==> src/rtl/mips_mem_pkg.sv <==
// Shared MEM-stage encodings: MemOp codes (common with decode), access-unit FSM
// states and small lane helpers used when launching a data-memory request.
package mips_mem_pkg;

  typedef enum logic [2:0] {
    MEMOP_NONE = 3'b000,
    MEMOP_BYTE = 3'b001,
    MEMOP_HALF = 3'b010,
    MEMOP_WORD = 3'b100
  } memop_e;

  typedef enum logic [1:0] {
    ST_IDLE = 2'd0,
    ST_REQ  = 2'd1,
    ST_DONE = 2'd2
  } mau_state_e;

  function automatic logic op_legal(input logic [2:0] op);
    return (op == MEMOP_BYTE) || (op == MEMOP_HALF) || (op == MEMOP_WORD);
  endfunction

  function automatic logic [3:0] byte_enables(input logic [2:0] op, input logic [1:0] off);
    case (op)
      MEMOP_BYTE: return 4'b0001 << off;
      MEMOP_HALF: return off[1] ? 4'b1100 : 4'b0011;
      MEMOP_WORD: return 4'b1111;
      default:    return 4'b0000;
    endcase
  endfunction

  // Replicate the store operand across lanes so the byte enables alone pick the target.
  function automatic logic [31:0] lane_replicate(input logic [2:0] op, input logic [31:0] d);
    case (op)
      MEMOP_BYTE: return {4{d[7:0]}};
      MEMOP_HALF: return {2{d[15:0]}};
      default:    return d;
    endcase
  endfunction

endpackage

==> src/rtl/load_aligner.sv <==
// Selects the addressed byte/half lane of a little-endian read word and
// sign- or zero-extends it to 32 bits; word loads pass straight through.
module load_aligner
  import mips_mem_pkg::*;
(
  input  logic [31:0] rdata,
  input  logic [1:0]  offset,
  input  logic [2:0]  op,
  input  logic        is_unsigned,
  output logic [31:0] result
);

  logic [7:0]  lane_b;
  logic [15:0] lane_h;

  // NOTE: every always_comb output gets a default first, so no path can infer a latch.
  always_comb begin
    lane_b = rdata[{offset, 3'b000} +: 8];
    lane_h = offset[1] ? rdata[31:16] : rdata[15:0];
    result = rdata;
    case (op)
      MEMOP_BYTE: result = is_unsigned ? {24'b0, lane_b} : {{24{lane_b[7]}}, lane_b};
      MEMOP_HALF: result = is_unsigned ? {16'b0, lane_h} : {{16{lane_h[15]}}, lane_h};
      default:    result = rdata;
    endcase
  end

endmodule

==> src/rtl/mem_access_unit.sv <==
// MEM-stage data-memory access controller (req/ack port, byte enables, load extension).
// Define MEM_MISALIGN_TRAP_EN to trap misaligned half/word accesses instead of force-aligning them.
module mem_access_unit
  import mips_mem_pkg::*;
#(
  parameter int WAIT_TIMEOUT = 16
) (
  input  logic        clk,
  input  logic        reset,
  input  logic        Valid,
  input  logic [2:0]  MemOp,
  input  logic        MemWrite,
  input  logic        MemUnsigned,
  input  logic [31:0] Addr,
  input  logic [31:0] StoreData,
  output logic        Stall,
  output logic [31:0] LoadData,
  output logic        LoadValid,
  output logic        Misaligned,
  output logic        BusError,
  output logic        dm_req,
  output logic        dm_we,
  output logic [3:0]  dm_be,
  output logic [31:0] dm_addr,
  output logic [31:0] dm_wdata,
  input  logic        dm_ack,
  input  logic [31:0] dm_rdata
);

  mau_state_e  state, state_nx;
  logic [7:0]  cnt;
  logic [2:0]  op_q;
  logic        uns_q;
  logic [1:0]  off_q;
  logic [1:0]  off_eff;
  logic        legal, accept, timeout_hit;
  logic [31:0] ld_ext;

  assign legal = op_legal(MemOp);

`ifdef MEM_MISALIGN_TRAP_EN
  logic misalign;
  assign misalign = ((MemOp == MEMOP_HALF) && Addr[0]) ||
                    ((MemOp == MEMOP_WORD) && (Addr[1:0] != 2'b00));
  assign accept   = Valid && legal && !misalign && !reset;
  assign off_eff  = Addr[1:0];

  always_ff @(posedge clk or posedge reset) begin
    if (reset) Misaligned <= 1'b0;
    else       Misaligned <= (state == ST_IDLE) && Valid && legal && misalign;
  end
`else
  assign accept = Valid && legal && !reset;
  // Misaligned halves/words are silently pulled down to their natural boundary.
  assign off_eff = (MemOp == MEMOP_HALF) ? {Addr[1], 1'b0} :
                   (MemOp == MEMOP_WORD) ? 2'b00 : Addr[1:0];
  assign Misaligned = 1'b0;
`endif

  assign timeout_hit = (state == ST_REQ) && !dm_ack && (cnt == 8'(WAIT_TIMEOUT - 1));

  // NOTE: sequential state uses non-blocking assignments so every flop samples pre-edge values.
  always_ff @(posedge clk or posedge reset) begin
    if (reset) state <= ST_IDLE;
    else       state <= state_nx;
  end

  always_comb begin
    state_nx = state;
    case (state)
      ST_IDLE: if (accept) state_nx = ST_REQ;
      ST_REQ:  if (dm_ack || timeout_hit) state_nx = ST_DONE;
      ST_DONE: state_nx = ST_IDLE;
      default: state_nx = ST_IDLE;
    endcase
  end

  // Low in DONE so the pipeline advances on the completion cycle.
  always_comb begin
    Stall = ((state == ST_IDLE) && accept) || (state == ST_REQ);
  end

  load_aligner u_load_aligner (
    .rdata       (dm_rdata),
    .offset      (off_q),
    .op          (op_q),
    .is_unsigned (uns_q),
    .result      (ld_ext)
  );

  always_ff @(posedge clk or posedge reset) begin
    if (reset) begin
      dm_req    <= 1'b0;
      dm_we     <= 1'b0;
      dm_be     <= 4'b0;
      dm_addr   <= 32'b0;
      dm_wdata  <= 32'b0;
      op_q      <= MEMOP_NONE;
      uns_q     <= 1'b0;
      off_q     <= 2'b0;
      cnt       <= 8'd0;
      LoadData  <= 32'b0;
      LoadValid <= 1'b0;
      BusError  <= 1'b0;
    end else begin
      LoadValid <= 1'b0;
      BusError  <= 1'b0;
      case (state)
        ST_IDLE: if (accept) begin
          dm_req   <= 1'b1;
          dm_we    <= MemWrite;
          dm_be    <= byte_enables(MemOp, off_eff);
          dm_addr  <= {Addr[31:2], 2'b00};
          dm_wdata <= lane_replicate(MemOp, StoreData);
          op_q     <= MemOp;
          uns_q    <= MemUnsigned;
          off_q    <= off_eff;
          cnt      <= 8'd0;
        end
        ST_REQ: begin
          if (dm_ack) begin
            dm_req <= 1'b0;
            if (!dm_we) begin
              LoadData  <= ld_ext;
              LoadValid <= 1'b1;
            end
          end else if (timeout_hit) begin
            dm_req   <= 1'b0;
            BusError <= 1'b1;
            LoadData <= 32'b0;
          end else begin
            cnt <= cnt + 8'd1;
          end
        end
        default: ;
      endcase
    end
  end

endmodule

==> config.mk <==
export PLATFORM = sky130hd
export DESIGN_NAME = mem_access_unit
export DESIGN_NICKNAME = d
export VERILOG_FILES = /design/src/rtl/mips_mem_pkg.sv /design/src/rtl/load_aligner.sv /design/src/rtl/mem_access_unit.sv
export SDC_FILE = /design/constraint.sdc
export NUM_CORES = 1
export LEC_CHECK = 0
export BUFFER_PORTS_ARGS = -buffer_cell sky130_fd_sc_hd__buf_2
export CAP_MARGIN = 20
export CORE_UTILIZATION = 50
export CTS_CLUSTER_DIAMETER = 40
export DETAILED_ROUTE_END_ITERATION = 12
export PLACE_DENSITY_LB_ADDON = 0.05
export SLEW_MARGIN = 15
export SYNTH_ARGS = -nofsm -noshare
export SYNTH_HDL_FRONTEND = slang
export SYNTH_SLANG_ARGS = --single-unit
==> constraint.sdc <==
create_clock -name clk -period 3.7 [get_ports clk]
set_input_delay 0.185 -clock clk [delete_from_list [all_inputs] [get_ports clk]]
set_output_delay 0.185 -clock clk [all_outputs]
set_load 0.005 [all_outputs]
==> impl_metrics.py <==
metrics = {
    "route": {
        "avgViaCountPerCell": 5.63,
        "drt_iter0_markers": 309,
        "antenna_left": 0,
        "first_pass_iters": 11,
        "post_drt_wl_per_cell_um": 17.4,
        "drc": 7,
        "dr_total_vias": 5223,
        "wl_mm": 16.1,
    },
    "timing": {
        "slew_viol_final": 0,
        "layout_min_cycle_time_ns": 2.44,
        "finalSetupTns_ns": 0,
        "hold_violations": 0,
        "skew_ns": 0.00582,
        "min_period_over_period_pct": 65.8,
        "rsz0062_at_grt": "false",
        "relSlewSlack_pct": 30.6,
        "tightest_slew_ns": 1.03,
        "clock.fmax_ghz": 0.411,
        "finalSetupViolations": 0,
    },
    "clocking": {
        "cts_tree": "yes",
        "clock_sinks": 118,
        "cts.htree.levels": 4,
        "clk_latency_ns": 0.41,
        "cts_root_buffer": "clkbuf_16",
        "cts_made_buffers": 17,
        "postCtsSetupBuffers": 0,
        "path_clk_slew_ns": 0.06,
        "cts_buffer_depth": 2,
    },
    "worst_setup_path": {
        "crit_path_end_kind": "register",
        "critical_path_class": "reg2reg",
        "max_stage_delay_ns": 0.72,
        "critical_path.cell_chain": "nor2b_1 > o21ai_1 > a221oi_1 > o2bb2ai_1",
        "worst-path-buf-inv": 0,
        "setup.worst_path.start_class": "register",
        "critPathSlowestCell": "dfrtp_1",
        "rrSetupSlack_ns": 1.26,
        "crit_family": "compound AO/OA/AOI/OAI gates",
        "cp.arrival_ns": 2.72,
        "crit_required_ns": 3.99,
        "path_max_fanout": 23,
    },
    "global_routing": {
        "antenna_found_initial": 0,
        "track_usage_pct": 27.0,
        "grt_pass1_vias": 5175,
        "grt_pass1_wl_mm": 26.3,
        "grt_overflow": 0,
        "grt_max_degree": 71,
    },
    "yosys": {
        "synth_top_cells_by_area": "dfrtp_1 49%, mux2_2 13%, a21oi_1 3.8%",
        "ys_types": 61,
        "synth_warnings": 0,
        "synth_top_area_share_pct": 49.1,
        "syn_avg_cell_area_um2": 11.0,
        "syn-cell-area_mm2": 0.00601,
        "synth_enable_flop_cells": 0,
        "yosys.area.top_type": "dfrtp_1",
        "synthFlopType": "dfrtp_1",
        "yosys_register_bits": 118,
        "syn_inst": 549,
        "async_flop_share_pct": 100,
        "ys_seq_area_share_pct": 49.1,
    },
    "die": {
        "die_width_um": 112,
        "dieHeight_um": 112,
        "start_util_pct": 52.0,
        "boundaryPins": 211,
        "die_area_mm2": 0.0125,
        "core_area_mm2": 0.0116,
        "fp-row-count": 39,
    },
    "pwr": {
        "p_switching_uw": 1710,
        "total_power_uw": 5470,
        "comb_power_share_pct": 29.5,
        "clock_power_share_pct": 31.0,
        "irDropWorstVdd_mv": 0.435,
        "p_int_uw": 3760,
        "power_frac_seq_pct": 39.6,
        "cellLeakagePower_uw": 0.00374,
        "swShare_pct": 31.3,
        "power_density_mw_per_mm2": 683,
    },
    "cells_and_area": {
        "fill_cells": 851,
        "final_common_cell": "buf_2",
        "final_cell_mix": "207 x buf_2, 118 x dfrtp_1, 70 x mux2_2, 46 x a21oi_1, 41 x nor2_1",
        "drive_gt1_share_pct": 42.1,
        "fin_nets": 877,
        "antenna_cells": 0,
        "synthToLayoutAreaGrowth_pct": 33.3,
    },
    "run_status": {
        "status": "complete, but fails checks",
        "violations": "DRC",
    },
    "run": {
        "maxCapViolCount": 0,
    },
    "placement": {
        "place_congestion": 0.856,
        "portBuffers": 207,
        "dp_hpwl_mm": 11.1,
    },
    "hold_path": {
        "hold_path.class": "in2reg",
    },
}
-- cell type report --
type	instances	area, µm²	share of cell area, %
flip-flops and latches	118	2950	36.8
multi-input cells	375	2800	35.0
repair buffers	246	1420	17.7
clock buffers	21	460	5.75
well taps	143	179	2.23
clock inverters	11	148	1.84
inverters	13	51.3	0.640
-- path summary, 6_finish.rpt --
path	endpoint	startpoint	cells past startpoint
setup / recovery	LoadData[6]	op_q[0]	4
hold / removal	dm_addr[13]	Addr[13]	2
setup reg to reg	LoadData[6]	op_q[0]	4
hold reg to reg	LoadData[30]	LoadData[30]	1
max in group asynchronous	LoadData[31]	reset	4
min in group asynchronous	LoadData[14]	reset	3
-- per-stage QoR --
stage          cells  setup slack [ns]  hold slack, ns  area (µm²)  utilization [%]
3_3_place_gp     862              1.32           0.403        7080             61.2
5_1_grt          927              1.08          0.0102        8010             69.3
2_1_floorplan    551             0.386           0.256        6020                -
3_5_place_dp     862              1.21           0.413        7080             61.2
6_report         927              1.26          0.0191        8010             69.3
4_1_cts          926              1.31        0.000522        8010             69.3
-- what timing repair did --
action | in CTS | in global routing
resized for setup | 0 | 0
hold buffers | 32 | 0
endpoints found under the hold margin | 45 | 0
-- power by group through the flow --
stage | registers, µW | clock network, µW | logic, µW
after CTS | 2160 | 1720 | 1620
after global routing | 2240 | 1770 | 1780
final | 2170 | 1690 | 1610
after floorplan | 2100 | 0 | 945
after detailed placement | 2170 | 0 | 1590
after global placement | 2150 | 0 | 1550
-- layer usage --
metal / part of all wire, % / vias to the layer above / track usage, % / routed length, µm
met2: 47 / 207 / 42.5 / 7610
met3: 8.2 / 26 / 9.09 / 1330
li1: - / 2489 / - / -
met1: 43 / 2501 / 34.6 / 6900
met5: 0 / - / 0 / 0
met4: 2.0 / 0 / 10.1 / 320
-- flip-flops by register name (all words and copies together), names as in the netlist, 2 cells and up --
signal    flops
dm_addr      30
off_q         2
dm_be         4
state         2
op_q          3
dm_wdata     32
LoadData     32
cnt           8
-- cells in the mapped netlist, types with 4 or more instances --
cell type	number
nor2_1	41
nor2b_1	5
o31ai_1	20
buf_4	9
a21oi_1	46
o221ai_1	9
mux2_2	70
clkbuf_1	22
o211ai_1	19
mux2_4	6
dfrtp_1	118
nand2_1	25
o21ai_1	6
o21ai_0	17
mux2i_1	11
buf_2	11
o2bb2ai_1	25
nand3_1	5
inv_1	11
nand2b_1	4
a22o_1	8
or3_1	6
-- cells by family after synthesis --
group	count (synthesis)	share of synthesized area, %
AO/OA/AOI/OAI	174	20.0
flip-flops	118	49.1
AND/OR/NAND/NOR	106	8.97
multiplexers	90	17.0
buffers and inverters	58	4.54
adder cells (fa/ha/maj)	1	0.208
other	1	0.0624
XOR/XNOR	1	0.146
Power figures use the tool's default switching activity.
